$ cat config.mk
export PLATFORM = sky130hd
export DESIGN_NAME = muldiv_sequencer
export DESIGN_NICKNAME = d
export VERILOG_FILES = /design/src/rtl/muldiv_sequencer.sv
export SDC_FILE = /design/constraint.sdc
export NUM_CORES = 1
export LEC_CHECK = 0
export CAP_MARGIN = 20
export CORE_MARGIN = 8
export CORE_UTILIZATION = 45
export DETAILED_ROUTE_END_ITERATION = 8
export PLACE_DENSITY = 0.66
export SLEW_MARGIN = 0
export SYNTH_ARGS = -nofsm -noshare
export SYNTH_HDL_FRONTEND = slang
export SYNTH_SLANG_ARGS = --single-unit
$ cat constraint.sdc
create_clock -name clk -period 5.55 [get_ports clk]
set_input_delay 0.8325 -clock clk [delete_from_list [all_inputs] [get_ports clk]]
set_output_delay 0.8325 -clock clk [all_outputs]
set_load 0.02 [all_outputs]
$ cat src/rtl/muldiv_sequencer.sv
// muldiv_sequencer: iterative M-extension multiply/divide sequencer for EX.
// Ports: clk, rst_n (async low), start_i, funct3_i, a_i, b_i, flush_i -> stall_o,
// busy_o, done_o, result_o.  Optional MULDIV_FASTMUL_EN: single-cycle multiplies.
module muldiv_sequencer #(
   parameter int XLEN = 32
) (
   input  logic            clk,
   input  logic            rst_n,
   input  logic            start_i,
   input  logic [2:0]      funct3_i,
   input  logic [XLEN-1:0] a_i,
   input  logic [XLEN-1:0] b_i,
   input  logic            flush_i,
   output logic            stall_o,
   output logic            busy_o,
   output logic            done_o,
   output logic [XLEN-1:0] result_o
);
   localparam int CW = $clog2(XLEN) + 1;
   localparam logic [XLEN-1:0] MIN = {1'b1, {(XLEN-1){1'b0}}};

   typedef enum logic [1:0] {IDLE, RUN, DONE} state_t;

   state_t            state_q, state_d;
   logic [CW-1:0]     cnt_q, cnt_d;
   logic [2:0]        op_q, op_d;
   logic              neg_q, neg_d;
   logic [XLEN-1:0]   opnd_q, opnd_d;
   logic [XLEN-1:0]   result_q, result_d;
   logic [2*XLEN-1:0] acc_q, acc_d, acc_nx;

   logic            a_sgn, b_sgn, a_neg, b_neg, neg_in;
   logic            is_div, spec, ge;
   logic [XLEN-1:0] ua, ub, spec_res, r_sub;
   logic [XLEN:0]   mul_sum, r_sh;

   always_comb begin
      a_sgn = 1'b0;
      b_sgn = 1'b0;
      case (funct3_i)
         3'b000, 3'b001, 3'b100, 3'b110: begin
            a_sgn = 1'b1;
            b_sgn = 1'b1;
         end
         3'b010:  a_sgn = 1'b1;
         default: ;
      endcase
   end

   assign is_div = funct3_i[2];
   assign a_neg  = a_sgn & a_i[XLEN-1];
   assign b_neg  = b_sgn & b_i[XLEN-1];
   assign ua     = a_neg ? -a_i : a_i;
   assign ub     = b_neg ? -b_i : b_i;
   // remainder takes the dividend's sign, everything else the xor
   assign neg_in = (funct3_i[2] & funct3_i[1]) ? a_neg : (a_neg ^ b_neg);

   // divide-by-zero and signed overflow bypass the iteration
   always_comb begin
      spec     = 1'b0;
      spec_res = '0;
      if (is_div && b_i == '0) begin
         spec     = 1'b1;
         spec_res = funct3_i[1] ? a_i : '1;
      end else if (is_div && !funct3_i[0] && a_i == MIN && b_i == '1) begin
         spec     = 1'b1;
         spec_res = funct3_i[1] ? '0 : a_i;
      end
   end

   // one iteration: shift-add for multiply, restoring step for divide
   assign mul_sum = {1'b0, acc_q[2*XLEN-1:XLEN]} +
                    (acc_q[0] ? {1'b0, opnd_q} : {(XLEN+1){1'b0}});
   assign r_sh    = {acc_q[2*XLEN-1:XLEN], acc_q[XLEN-1]};
   assign r_sub   = r_sh[XLEN-1:0] - opnd_q;
   assign ge      = r_sh[XLEN] | (r_sh[XLEN-1:0] >= opnd_q);

   always_comb begin
      if (op_q[2])
         acc_nx = {ge ? r_sub : r_sh[XLEN-1:0], acc_q[XLEN-2:0], ge};
      else
         acc_nx = {mul_sum, acc_q[XLEN-1:1]};
   end

   function automatic logic [XLEN-1:0] fin(
      input logic [2:0]      op,
      input logic            neg,
      input logic [2*XLEN-1:0] p
   );
      logic [2*XLEN-1:0] pn;
      logic [XLEN-1:0]   q, r;
      pn = neg ? -p : p;
      q  = neg ? -p[XLEN-1:0] : p[XLEN-1:0];
      r  = neg ? -p[2*XLEN-1:XLEN] : p[2*XLEN-1:XLEN];
      if (op[2])
         return op[1] ? r : q;
      return (op[1:0] == 2'b00) ? pn[XLEN-1:0] : pn[2*XLEN-1:XLEN];
   endfunction

`ifdef MULDIV_FASTMUL_EN
   logic [2*XLEN-1:0] fprod;
   assign fprod = {{XLEN{1'b0}}, ua} * {{XLEN{1'b0}}, ub};
`endif

   always_comb begin
      state_d  = state_q;
      cnt_d    = cnt_q;
      op_d     = op_q;
      neg_d    = neg_q;
      opnd_d   = opnd_q;
      acc_d    = acc_q;
      result_d = result_q;
      if (flush_i) begin
         state_d = IDLE;
      end else begin
         unique case (state_q)
            IDLE: begin
               if (start_i) begin
                  op_d  = funct3_i;
                  neg_d = neg_in;
                  cnt_d = CW'(XLEN);
                  if (spec) begin
                     result_d = spec_res;
                     state_d  = DONE;
                  end
`ifdef MULDIV_FASTMUL_EN
                  else if (!is_div) begin
                     result_d = fin(funct3_i, neg_in, fprod);
                     state_d  = DONE;
                  end
`endif
                  else begin
                     opnd_d  = is_div ? ub : ua;
                     acc_d   = {{XLEN{1'b0}}, is_div ? ua : ub};
                     state_d = RUN;
                  end
               end
            end
            RUN: begin
               acc_d = acc_nx;
               cnt_d = cnt_q - 1'b1;
               if (cnt_q == CW'(1)) begin
                  result_d = fin(op_q, neg_q, acc_nx);
                  state_d  = DONE;
               end
            end
            DONE:    state_d = IDLE;
            default: state_d = IDLE;
         endcase
      end
   end

   always_ff @(posedge clk or negedge rst_n) begin
      if (!rst_n) begin
         state_q  <= IDLE;
         cnt_q    <= '0;
         op_q     <= '0;
         neg_q    <= 1'b0;
         opnd_q   <= '0;
         acc_q    <= '0;
         result_q <= '0;
      end else begin
         state_q  <= state_d;
         cnt_q    <= cnt_d;
         op_q     <= op_d;
         neg_q    <= neg_d;
         opnd_q   <= opnd_d;
         acc_q    <= acc_d;
         result_q <= result_d;
      end
   end

   assign busy_o   = (state_q != IDLE);
   assign done_o   = (state_q == DONE) & ~flush_i;
   assign stall_o  = rst_n & ~flush_i &
                     (((state_q == IDLE) & start_i) | (state_q == RUN));
   assign result_o = result_q;
endmodule

### After elaboration in Yosys (flattened, before gate mapping)

Index checks and enable logic that the tools add are counted.

| storage, ports and cells | value |
|---|---|
| word-level logic and storage cells | 103 |
| output and inout bits | 35 |
| bits in registers | 140 |
| memory bits (read-only) | 0 |
| memories | 0 |
| latch bits | 0 |
| RAM bits | 0 |
| input bits | 71 |

| operators by class | value |
|---|---|
| div/mod/pow operators | 0 |
| reductions and logical operators | 19 |
| multipliers | 0 |
| bitwise logic cells | 12 |
| add/sub/neg operators | 8 |
| multiplexer cells | 41 |
| shifts and indexed selects | 0 |
| magnitude comparators | 1 |
| equal/unequal tests | 15 |

Operator list:

| operator | number |
|---|---|
| $mux 32 | 19 |
| $mux 64 | 4 |
| $neg 32->32 | 4 |
| $pmux 64 s2 | 1 |
| $eq 32x32->1 const B | 2 |
| $neg 64->64 | 1 |
| $pmux 32 s2 | 1 |
| $add 32x32->33 | 1 |
| $ge 32x32->1 | 1 |
| $logic_not 32->1 | 1 |
| $sub 32x32->32 | 1 |
| $pmux 6 s2 | 1 |
| $mux 1 | 9 |
| $mux 2 | 4 |
| $ne 2x2->1 const B | 4 |
| $reduce_and 4->1 | 2 |
| $and 1x1->1 | 7 |
| $eq 3x3->1 const B | 2 |
| $eq 6x1->1 const B | 1 |
| $mux 6 | 1 |
| $ne 3x3->1 const B | 2 |
| $reduce_and 3->1 | 2 |
| $sub 6x1->6 const B | 1 |
| $reduce_and 5->1 | 1 |
| other kinds (16) | 23 |

### Longest topological paths before layout

| depth | value |
|---|---|
| depth in word-level cells | 11 |
| gate-level depth with buffers | 23 |
| gate-level depth less buffers | 22 |

### Worst setup path before layout

No wires, ideal clock.

| timing path | value |
|---|---|
| path kind | flip-flop to flip-flop |
| start | reg op_q[2] |
| end | reg result_q[16], in the netlist result_o[16] |
| path buffers | 8 |
| setup slack | 105 ps |
| arrival | 5369 ps |
| library setup time | 76 ps |
| data required time | 5474 ps |
| period minus slack after synthesis | 5445 ps |
| stages on the path, launching flop included | 22 |
| cells stage by stage | dfrtp_1 -> buf_2 -> buf_2 -> buf_2 -> buf_2 -> buf_2 -> buf_4 -> buf_2 -> buf_2 -> mux2i_1 -> ha_1 -> o2111ai_1 -> or4_1 -> or2_2 -> or3_1 -> or4_1 -> nand2_2 -> nor2_1 -> o311a_1 -> a211oi_1 -> a21oi_1 -> o21ai_1 |

| on the way | value |
|---|---|
| cells in the longest elaborated chain, start to end | 8 |
| elaborated cells between the ends (all ways) | 17 |
| classes of those cells | add/sub (3); mux (14) |

Ends and longest elaborated chain:

| element | line | RTL |
|---|---|---|
| from (decl) | 26 | `logic [2:0] op_q, op_d;` |
| from (signal assigned) | 165 | `op_q <= op_d;` |
| $mux 64 | 79 | `if (op_q[2])` |
| $neg 32->32, on equally long branches | 93, 94 |  |
| $mux 32, on equally long branches | 93, 94 |  |
| $mux 32 | 96 | `return op[1] ? r : q;` |
| $mux 32 | 95 | `if (op[2])` |
| $mux 32 (*) | 97 | `return (op[1:0] == 2'b00) ? pn[XLEN-1:0] : pn[2*XLEN-1:XLEN];` |
| $mux 32 (*) | 142 | `if (cnt_q == CW'(1)) begin` |
| $pmux 32 s2 (*) | 116 | `unique case (state_q)` |
| to (signal assigned) | 169 | `result_q <= result_d;` |
| to (decl) | 29 | `logic [XLEN-1:0] result_q, result_d;` |

Every way passes the cells marked *; elsewhere a longest branch is shown, timed or not. The select of a mux whose other input is x is not followed.
A chain may end at the register's enable or synchronous reset.

### Worst setup path in the final report

| timing path | value |
|---|---|
| start | reg opnd_q[29] |
| end | reg result_q[23], in the netlist result_o[23] |

| on the way | value |
|---|---|
| cells in the longest elaborated chain, start to end | 11 |
| elaborated cells between the ends (all ways) | 16 |
| classes of those cells | add/sub (3); order compare (1); mux (11); bitwise (1) |

Ends and longest elaborated chain:

| element | line | RTL |
|---|---|---|
| from (decl) | 28 | `logic [XLEN-1:0] opnd_q, opnd_d;` |
| from (signal assigned) | 167 | `opnd_q <= opnd_d;` |
| $ge 32x32->1 (*) | 76 | `assign ge = r_sh[XLEN] \| (r_sh[XLEN-1:0] >= opnd_q);` |
| $or 1x1->1 (*) | 76 |  |
| $mux 32 | 80 | `acc_nx = {ge ? r_sub : r_sh[XLEN-1:0], acc_q[XLEN-2:0], ge};` |
| $mux 64 (*) | 79 |  |
| $neg 32->32 | 94 | `r = neg ? -p[2*XLEN-1:XLEN] : p[2*XLEN-1:XLEN];` |
| $mux 32 | 94 |  |
| $mux 32 | 96 |  |
| $mux 32 | 95 |  |
| $mux 32 (*) | 97 |  |
| $mux 32 (*) | 142 |  |
| $pmux 32 s2 (*) | 116 |  |

Marks and branches as above.

==> report_table.html <==
<table>
<tr><th>Metric</th><th>Value</th></tr>
<tr><th colspan="2">Clocking</th></tr>
<tr><td>Insertion delay of the later-clocked pin in the worst-skew pair</td><td>0.46 ns</td></tr>
<tr><td>H-tree lvl count</td><td>4</td></tr>
<tr><td>Largest buffer count on any clock path</td><td>2</td></tr>
<tr><td>CTS Hold Bufs</td><td>0</td></tr>
<tr><td>Clock sinks</td><td>140</td></tr>
<tr><td>Clock buffer count from CTS</td><td>17</td></tr>
<tr><td>Clock tree root driver cell</td><td>sky130_fd_sc_hd__clkbuf_16</td></tr>
<tr><td>CTS clock-pin slew for the worst setup and hold paths</td><td>0.07 ns</td></tr>
<tr><td>Clock tree from TritonCTS</td><td>built</td></tr>
<tr><th colspan="2">Worst setup path</th></tr>
<tr><td>Worst setup path category</td><td>reg -&gt; reg</td></tr>
<tr><td>CP Max Fanout</td><td>8</td></tr>
<tr><td>Cell family contributing the most delay on the critical path</td><td>compound AO/OA/AOI/OAI gates</td></tr>
<tr><td>Standard cell with the maximum stage delay on the critical path</td><td>sky130_fd_sc_hd__nor3_2</td></tr>
<tr><td>Kind of start point of the critical path</td><td>flip-flop</td></tr>
<tr><td>Cells along the critical path</td><td>inv_1 &gt; ha_1 &gt; a21o_1 &gt; a21o_1 &gt; a211oi_4 &gt; nand4_1 &gt; nor3_2 &gt; o31ai_1 &gt; o2bb2a_1 &gt; nand3_1 &gt; or3_1 &gt; o41ai_1 &gt; a221oi_1 &gt; a21oi_1 &gt; o21ai_1</td></tr>
<tr><td>Number of buffers and inverters on the critical path</td><td>1</td></tr>
<tr><td>Data required time of the worst path</td><td>5.87 ns</td></tr>
<tr><td>Arr. time, crit path</td><td>5.74 ns</td></tr>
<tr><td>CP peak stage delay</td><td>0.97 ns</td></tr>
<tr><td>Cell repeated most along the worst path</td><td>sky130_fd_sc_hd__a21o_1</td></tr>
<tr><td>Type of destination of the critical path</td><td>flip-flop</td></tr>
<tr><th colspan="2">Power</th></tr>
<tr><td>Worst VDD drop</td><td>0.2683 mV</td></tr>
<tr><td>Static leakage</td><td>7.648 nW</td></tr>
<tr><td>Ratio of total power to cell area</td><td>547.1 mW/mm2</td></tr>
<tr><th colspan="2">Die</th></tr>
<tr><td>Number of placement rows</td><td>69</td></tr>
<tr><td>Number of placed I/O pins</td><td>106</td></tr>
<tr><td>Die ar.</td><td>0.04253 mm2</td></tr>
<tr><td>Die span in x</td><td>206.2 um</td></tr>
<tr><td>Core ar.</td><td>about 0.036 mm2</td></tr>
<tr><td>Height of the die</td><td>206.2 um</td></tr>
<tr><td>Initial standard-cell utilization of the core</td><td>45.78%</td></tr>
<tr><th colspan="2">Timing</th></tr>
<tr><td>Setup violations, final</td><td>0</td></tr>
<tr><td>Smallest setup slack after layout</td><td>0.1367 ns</td></tr>
<tr><td>Final Hold Fails</td><td>0</td></tr>
<tr><td>Max-slew violation count</td><td>0</td></tr>
<tr><td>Worst hold slack after final layout</td><td>0.2924 ns</td></tr>
<tr><td>Final critical-path share of the clock period</td><td>a little over nine tenths</td></tr>
<tr><td>Worst-margin pin slew</td><td>1.183 ns</td></tr>
<tr><td>Skew final</td><td>0.01753 ns</td></tr>
<tr><td>Maximum clock rate</td><td>~0.18 GHz</td></tr>
<tr><td>Shortest period the worst path allows</td><td>about 5.4 ns</td></tr>
<tr><td>Unrepaired setup endpoints after global routing</td><td>no</td></tr>
<tr><td>Worst slew margin relative to its limit</td><td>21.14%</td></tr>
<tr><td>Post-Route Setup TNS</td><td>0 ns</td></tr>
<tr><th colspan="2">GRT</th></tr>
<tr><td>GRT Overall Usage</td><td>32.95%</td></tr>
<tr><td>Pin count of the biggest net entering global routing</td><td>104</td></tr>
<tr><td>Remaining global-route overflow</td><td>0</td></tr>
<tr><td>Antenna violations before repair</td><td>1</td></tr>
<tr><td>Global-route wire length before repair</td><td>106.3 mm</td></tr>
<tr><td>Number of global-route vias before repair</td><td>16960</td></tr>
<tr><th colspan="2">Routing</th></tr>
<tr><td>Vias after detailed routing</td><td>roughly 18000</td></tr>
<tr><td>Drt first-iter violations</td><td>between 2000 and 2500</td></tr>
<tr><td>Routed wire length</td><td>71.16 mm</td></tr>
<tr><td>Number of detailed-routing iterations run before antenna repair</td><td>6</td></tr>
<tr><td>Avg WL per Cell</td><td>25.69 um</td></tr>
<tr><td>DRC violation count after routing</td><td>0</td></tr>
<tr><td>Antenna Violating Nets Remaining</td><td>0</td></tr>
<tr><td>Number of vias per cell after detailed routing</td><td>6.584</td></tr>
<tr><th colspan="2">Place</th></tr>
<tr><td>Port Buffer Count</td><td>105</td></tr>
<tr><td>Post-detailed-placement half-perimeter wirelength</td><td>57.00 mm</td></tr>
<tr><td>Final GP Congestion</td><td>~1.0</td></tr>
<tr><td>Setup Slack @ Placement</td><td>-0.04548 ns</td></tr>
<tr><th colspan="2">Synthesis</th></tr>
<tr><td>Count of cell types in the netlist</td><td>109</td></tr>
<tr><td>Post-synthesis net count</td><td>2361</td></tr>
<tr><td>FF+latch count, synth</td><td>140</td></tr>
<tr><td>Number of instances in the synthesized netlist</td><td>2217</td></tr>
<tr><td>Cell type with the largest total area after synthesis</td><td>sky130_fd_sc_hd__dfrtp_1</td></tr>
<tr><td>Share of the synthesized area in the top cell type</td><td>21.51%</td></tr>
<tr><td>Number of synthesized flops with an enable pin</td><td>0</td></tr>
<tr><td>Leading post-synthesis cells by cell area</td><td>sky130_fd_sc_hd__dfrtp_1, sky130_fd_sc_hd__o21ai_0, sky130_fd_sc_hd__a21oi_1, sky130_fd_sc_hd__nand2_1, sky130_fd_sc_hd__ha_1</td></tr>
<tr><td>Register area share after synthesis</td><td>21.51%</td></tr>
<tr><td>Share of synthesized flip-flops with an asynchronous set or reset</td><td>100.0%</td></tr>
<tr><td>Yosys warning count</td><td>0</td></tr>
<tr><td>Most common cell in the netlist</td><td>sky130_fd_sc_hd__nand2_1</td></tr>
<tr><td>Ranking of synthesized cells by instance count</td><td>sky130_fd_sc_hd__nand2_1, sky130_fd_sc_hd__nor2_1, sky130_fd_sc_hd__o21ai_0</td></tr>
<tr><td>Post-synthesis instance area</td><td>0.01628 mm2</td></tr>
<tr><td>Commonest register cell after synthesis</td><td>sky130_fd_sc_hd__dfrtp_1</td></tr>
<tr><td>Average instance area after synthesis</td><td>7.345 um2</td></tr>
<tr><th colspan="2">Cells and area</th></tr>
<tr><td>Net total in the final layout</td><td>2438</td></tr>
<tr><td>Util after Layout</td><td>52.78%</td></tr>
<tr><td>Area added between synthesis and finish</td><td>15.28%</td></tr>
<tr><td>Fraction of layout instances using a drive strength above 1</td><td>9.753%</td></tr>
<tr><th colspan="2">Job</th></tr>
<tr><td>Max-cap viol count</td><td>0</td></tr>
<tr><th colspan="2">Min path</th></tr>
<tr><td>Tightest Hold Check Type</td><td>in -&gt; async</td></tr>
<tr><th colspan="2">Run status</th></tr>
<tr><td>Run status</td><td>finished, final reports clean</td></tr>
</table>
-- cells in the final DEF (no fill, tap or decap), drive strengths merged, types with 17 or more instances in the layout --
| cell type | count |
|---|---|
| a211oi | 31 |
| a21o | 29 |
| a21oi | 185 |
| a22o | 17 |
| a31oi | 34 |
| and2 | 45 |
| buf | 97 |
| clkbuf | 18 |
| clkdlybuf4s50 | 103 |
| dfrtp | 140 |
| ha | 71 |
| inv | 77 |
| mux2 | 18 |
| mux2i | 59 |
| nand2 | 248 |
| nand2b | 18 |
| nand3 | 35 |
| nand4 | 42 |
| nor2 | 232 |
| nor3 | 70 |
| nor4 | 20 |
| o211ai | 31 |
| o21a | 21 |
| o21ai | 224 |
| o22ai | 20 |
| o31ai | 35 |
| or3 | 22 |
| xnor2 | 89 |
| xor2 | 64 |
-- flip-flops by register name, indices dropped and copies added (netlist names) --
register,flops
acc_q,64
opnd_q,32
result_o,32
cnt_q,6
op_q,3
state_q,2
neg_q,1
-- where the power goes --
group	switching (W)	internal, W	total [W]
registers	0.000395	0.00136	0.00176
clock network	0.000534	0.000682	0.00122
logic	0.00460	0.00269	0.00730
total	0.00553	0.00474	0.0103
-- cells by family (layout without fill, tap and decap cells) --
logic type                 Yosys count  in the layout  synth area share (%)
xor gates and xnor gates           153            153                 8.229
DFF                                140            140                 21.51
muxes                               78             78                 5.086
other                                0              2                     0
and+or+nand+nor                    813            813                 24.63
AOI/OAI and AO/OA                  745            745                 29.46
buffers and inverters              215            305                 5.386
adders and majority gates           73             73                 5.701
-- cell type report --
type                            instances  area, um2
Inverter                               73      274.0
Multi-Input combinational cell       1862      12000
Sequential cell                       140       3508
Fill cell                            3510      16800
Clock buffer                           18      439.2
Antenna cell                            2      5.005
Clock inverter                         14      157.7
Tap cell                              461      576.8
Timing Repair Buffer                  200       1812
-- metal layers --
layer | wire (um) | global-route usage (%)
met1 | 29930 | 44.88
met2 | 30020 | 47.97
met3 | 6888 | 6.708
met4 | 4326 | 18.40
met5 | 0 | 0
-- through the flow --
stage                     area, um2  power, W  cells
after global routing          18770   0.01081   2768
final                         18770   0.01027   2770
after global placement        18090  0.008724   2734
after CTS                     18690   0.01002   2766
after floorplan               16280  0.006260   2217
after detailed placement      18090  0.008774   2734
-- timing repair --
item	4_1_cts	5_1_grt
hold endpoints to repair	0	0
pin swaps	0	0
endpoints found under the setup margin	3	14
gates resized for setup	1	11
setup buffers	0	0
-- final timing paths --
kind / cells past startpoint / to / slack, ns / start
max in group asynchronous: 2 / acc_q[39] / 4.02 / rst_n
worst max register to register: 15 / result_o[23] / 0.14 / opnd_q[29]
worst min-delay path: 1 / result_o[17] / 0.29 / rst_n
min in group clk: 2 / opnd_q[23] / 0.50 / opnd_q[23]
worst max-delay path: 15 / result_o[23] / 0.14 / opnd_q[29]
worst min register to register: 2 / opnd_q[23] / 0.50 / opnd_q[23]
Power figures use the tool's default switching activity.
==> edit (same settings) <==
The parameter `XLEN` goes from 32 to 16.
--- a/src/rtl/muldiv_sequencer.sv
+++ b/src/rtl/muldiv_sequencer.sv
@@ -4,3 +4,3 @@
 module muldiv_sequencer #(
-   parameter int XLEN = 32
+   parameter int XLEN = 16
 ) (
Ports: changed (resized a_i, b_i and result_o); port bits go from 106 to 58. No check against the original RTL was run, so the function may have changed too.
==> edit against the original RTL <==
  * Power shrank 45%
  * Setup slack gained 0.90 ns
  * Wire length shrank 59%
  * Core utilization shrank 0.74 points
  * Synthesized cell count shrank 51%
  * Synthesized area shrank 49%
  * Die area shrank 46%
  * Global-route usage shrank 7.2 points
  * Sequential cell count shrank 65
  * Final area shrank 50%
  * Critical path type unchanged
  * Largest cell class unchanged
  * Highest routed layer unchanged
==> edit: results (changes against the original RTL) <==
Global routing
  – Initial antenna violation count: 0 (was 1)
  – Largest net degree at the start of global routing: 52 (was 104)
  – First-pass GRT wire length: 45.8 mm (was 106 mm)
  – GR Util All Layers: 25.8% (was 32.9%)
  – Vias in the first global route: 8,113 (was 17,000)

Cells and area
  – Fraction of layout cells with a size suffix above 1: 7.00% (was 9.75%)
  – Max reg flops: 32 (was 64)
  – Number of diodes: 0 (was 2)
  – Number of fill cells: 1,745 (was 3,510)

Pwr
  – Switch share: 52.3% (was 53.9%)
  – Leakage Power: 3.90 nW (was 7.65 nW)
  – Clock power share: 13.1% (was 11.8%)
  – Maximum VDD drop: 0.320 mV (was 0.268 mV)
  – Comb pwr: 3.87 mW (was 7.30 mW)

Detailed routing
  – Post-Route WL: 28.8 mm (was 71.2 mm)
  – Wirelength per Cell: 21.5 um (was 25.7 um)
  – Violation count after the first detailed-route iteration: 848 (was 2,239)
  – Total number of vias: 8,475 (was 18,200)

Clock network
  – Post-CTS resize count: 0 (was 1)
  – CTS Buf Count: 9 (was 17)
  – Num Clock Sinks: 75 (was 140)
  – H-tree level count: 3 (was 4)

Setup path
  – Reg2reg setup slack: 1.04 ns (was 0.14 ns)
  – CP arrival: 4.76 ns (was 5.74 ns)
  – Slowest cell delay on critical path: 0.73 ns (was 0.97 ns)
  – Reg2reg end: result_o[13] (was result_o[23])
  – Critical Path Fanout Max: 19 (was 8)
  – Crit path max-delay family: compound AO/OA/AOI/OAI gates (unchanged)
  – R2R Path Start: acc_q[0] (was opnd_q[29])
  – Worst Reg-to-Reg Cells: 14 (was 15)

Synth
  – Mux cell area share after synthesis: 5.78% (was 5.09%)
  – Synth Area in Compound Gates: 29.4% (was 29.5%)
  – Post-Syn Nets: 1,163 (was 2,361)
  – Area contributors post-synth: dfrtp_1, o21ai_0, ha_1 (was dfrtp_1, o21ai_0, a21oi_1)
  – Seq/Total Area, Yosys: 22.7% (was 21.5%)
  – Synth Area in XOR/XNOR: 6.58% (was 8.23%)
  – Commonest cells post-synth: nand2_1, o21ai_0, nor2_1 (was nand2_1, nor2_1, o21ai_0)
  – Synth cell types: 94 (was 109)
  – Cells after Synth: 1,083 (was 2,217)
  – Adder-Cell Fraction of Synth Area: 6.40% (was 5.70%)

Place
  – Port Buffers: 57 (was 105)
  – Area after DPL: 8980 um2 (was 18,100 um2)
  – Placer Congestion: 0.960 (was 1.05)
  – DP Cell Count: 1,327 (was 2,734)
  – Detailed placer's ending HPWL: 22.5 mm (was 57.0 mm)
  – Setup WS pre-CTS: 0.874 ns (was -0.0455 ns)

Timing
  – Hold_ws: 0.442 ns (was 0.292 ns)
  – Worst slew margin: 38.2% (was 21.1%)
  – Final Skew: 0.00913 ns (was 0.0175 ns)

Outcome
  – Outcome: finished, final reports clean (unchanged)
edit: area by class of cell:
type | count | area (um2) | share of cell area [%]
Sequential cell | 75 | 1880 | 20.1
Clock buffer | 10 | 229 | 2.45
Multi-Input combinational cell | 908 | 5980 | 63.9
Tap cell | 229 | 287 | 3.07
Timing Repair Buffer | 73 | 683 | 7.31
Inverter | 42 | 158 | 1.69
Clock inverter | 6 | 138 | 1.47
edit: worst max path at each step:
stage,startpoint,end,slack (ns),depth (start not counted)
after floorplan,op_q[2],result_o[12],1.41,17
after global placement,b_i[8],result_o[1],0.87,11
after detailed placement,b_i[8],result_o[1],0.87,11
after CTS,acc_q[15],result_o[13],1.15,13
final,acc_q[0],result_o[13],1.04,14
after global routing,acc_q[0],result_o[12],0.77,15
edit: layer usage:
layer	vias to the layer above	track usage [%]	part of all wire [%]
met5	-	0	0
met4	0	12.7	4.6
met3	80	6.36	7.4
met2	347	40.7	45
met1	3981	32.3	43
li1	4067	-	-
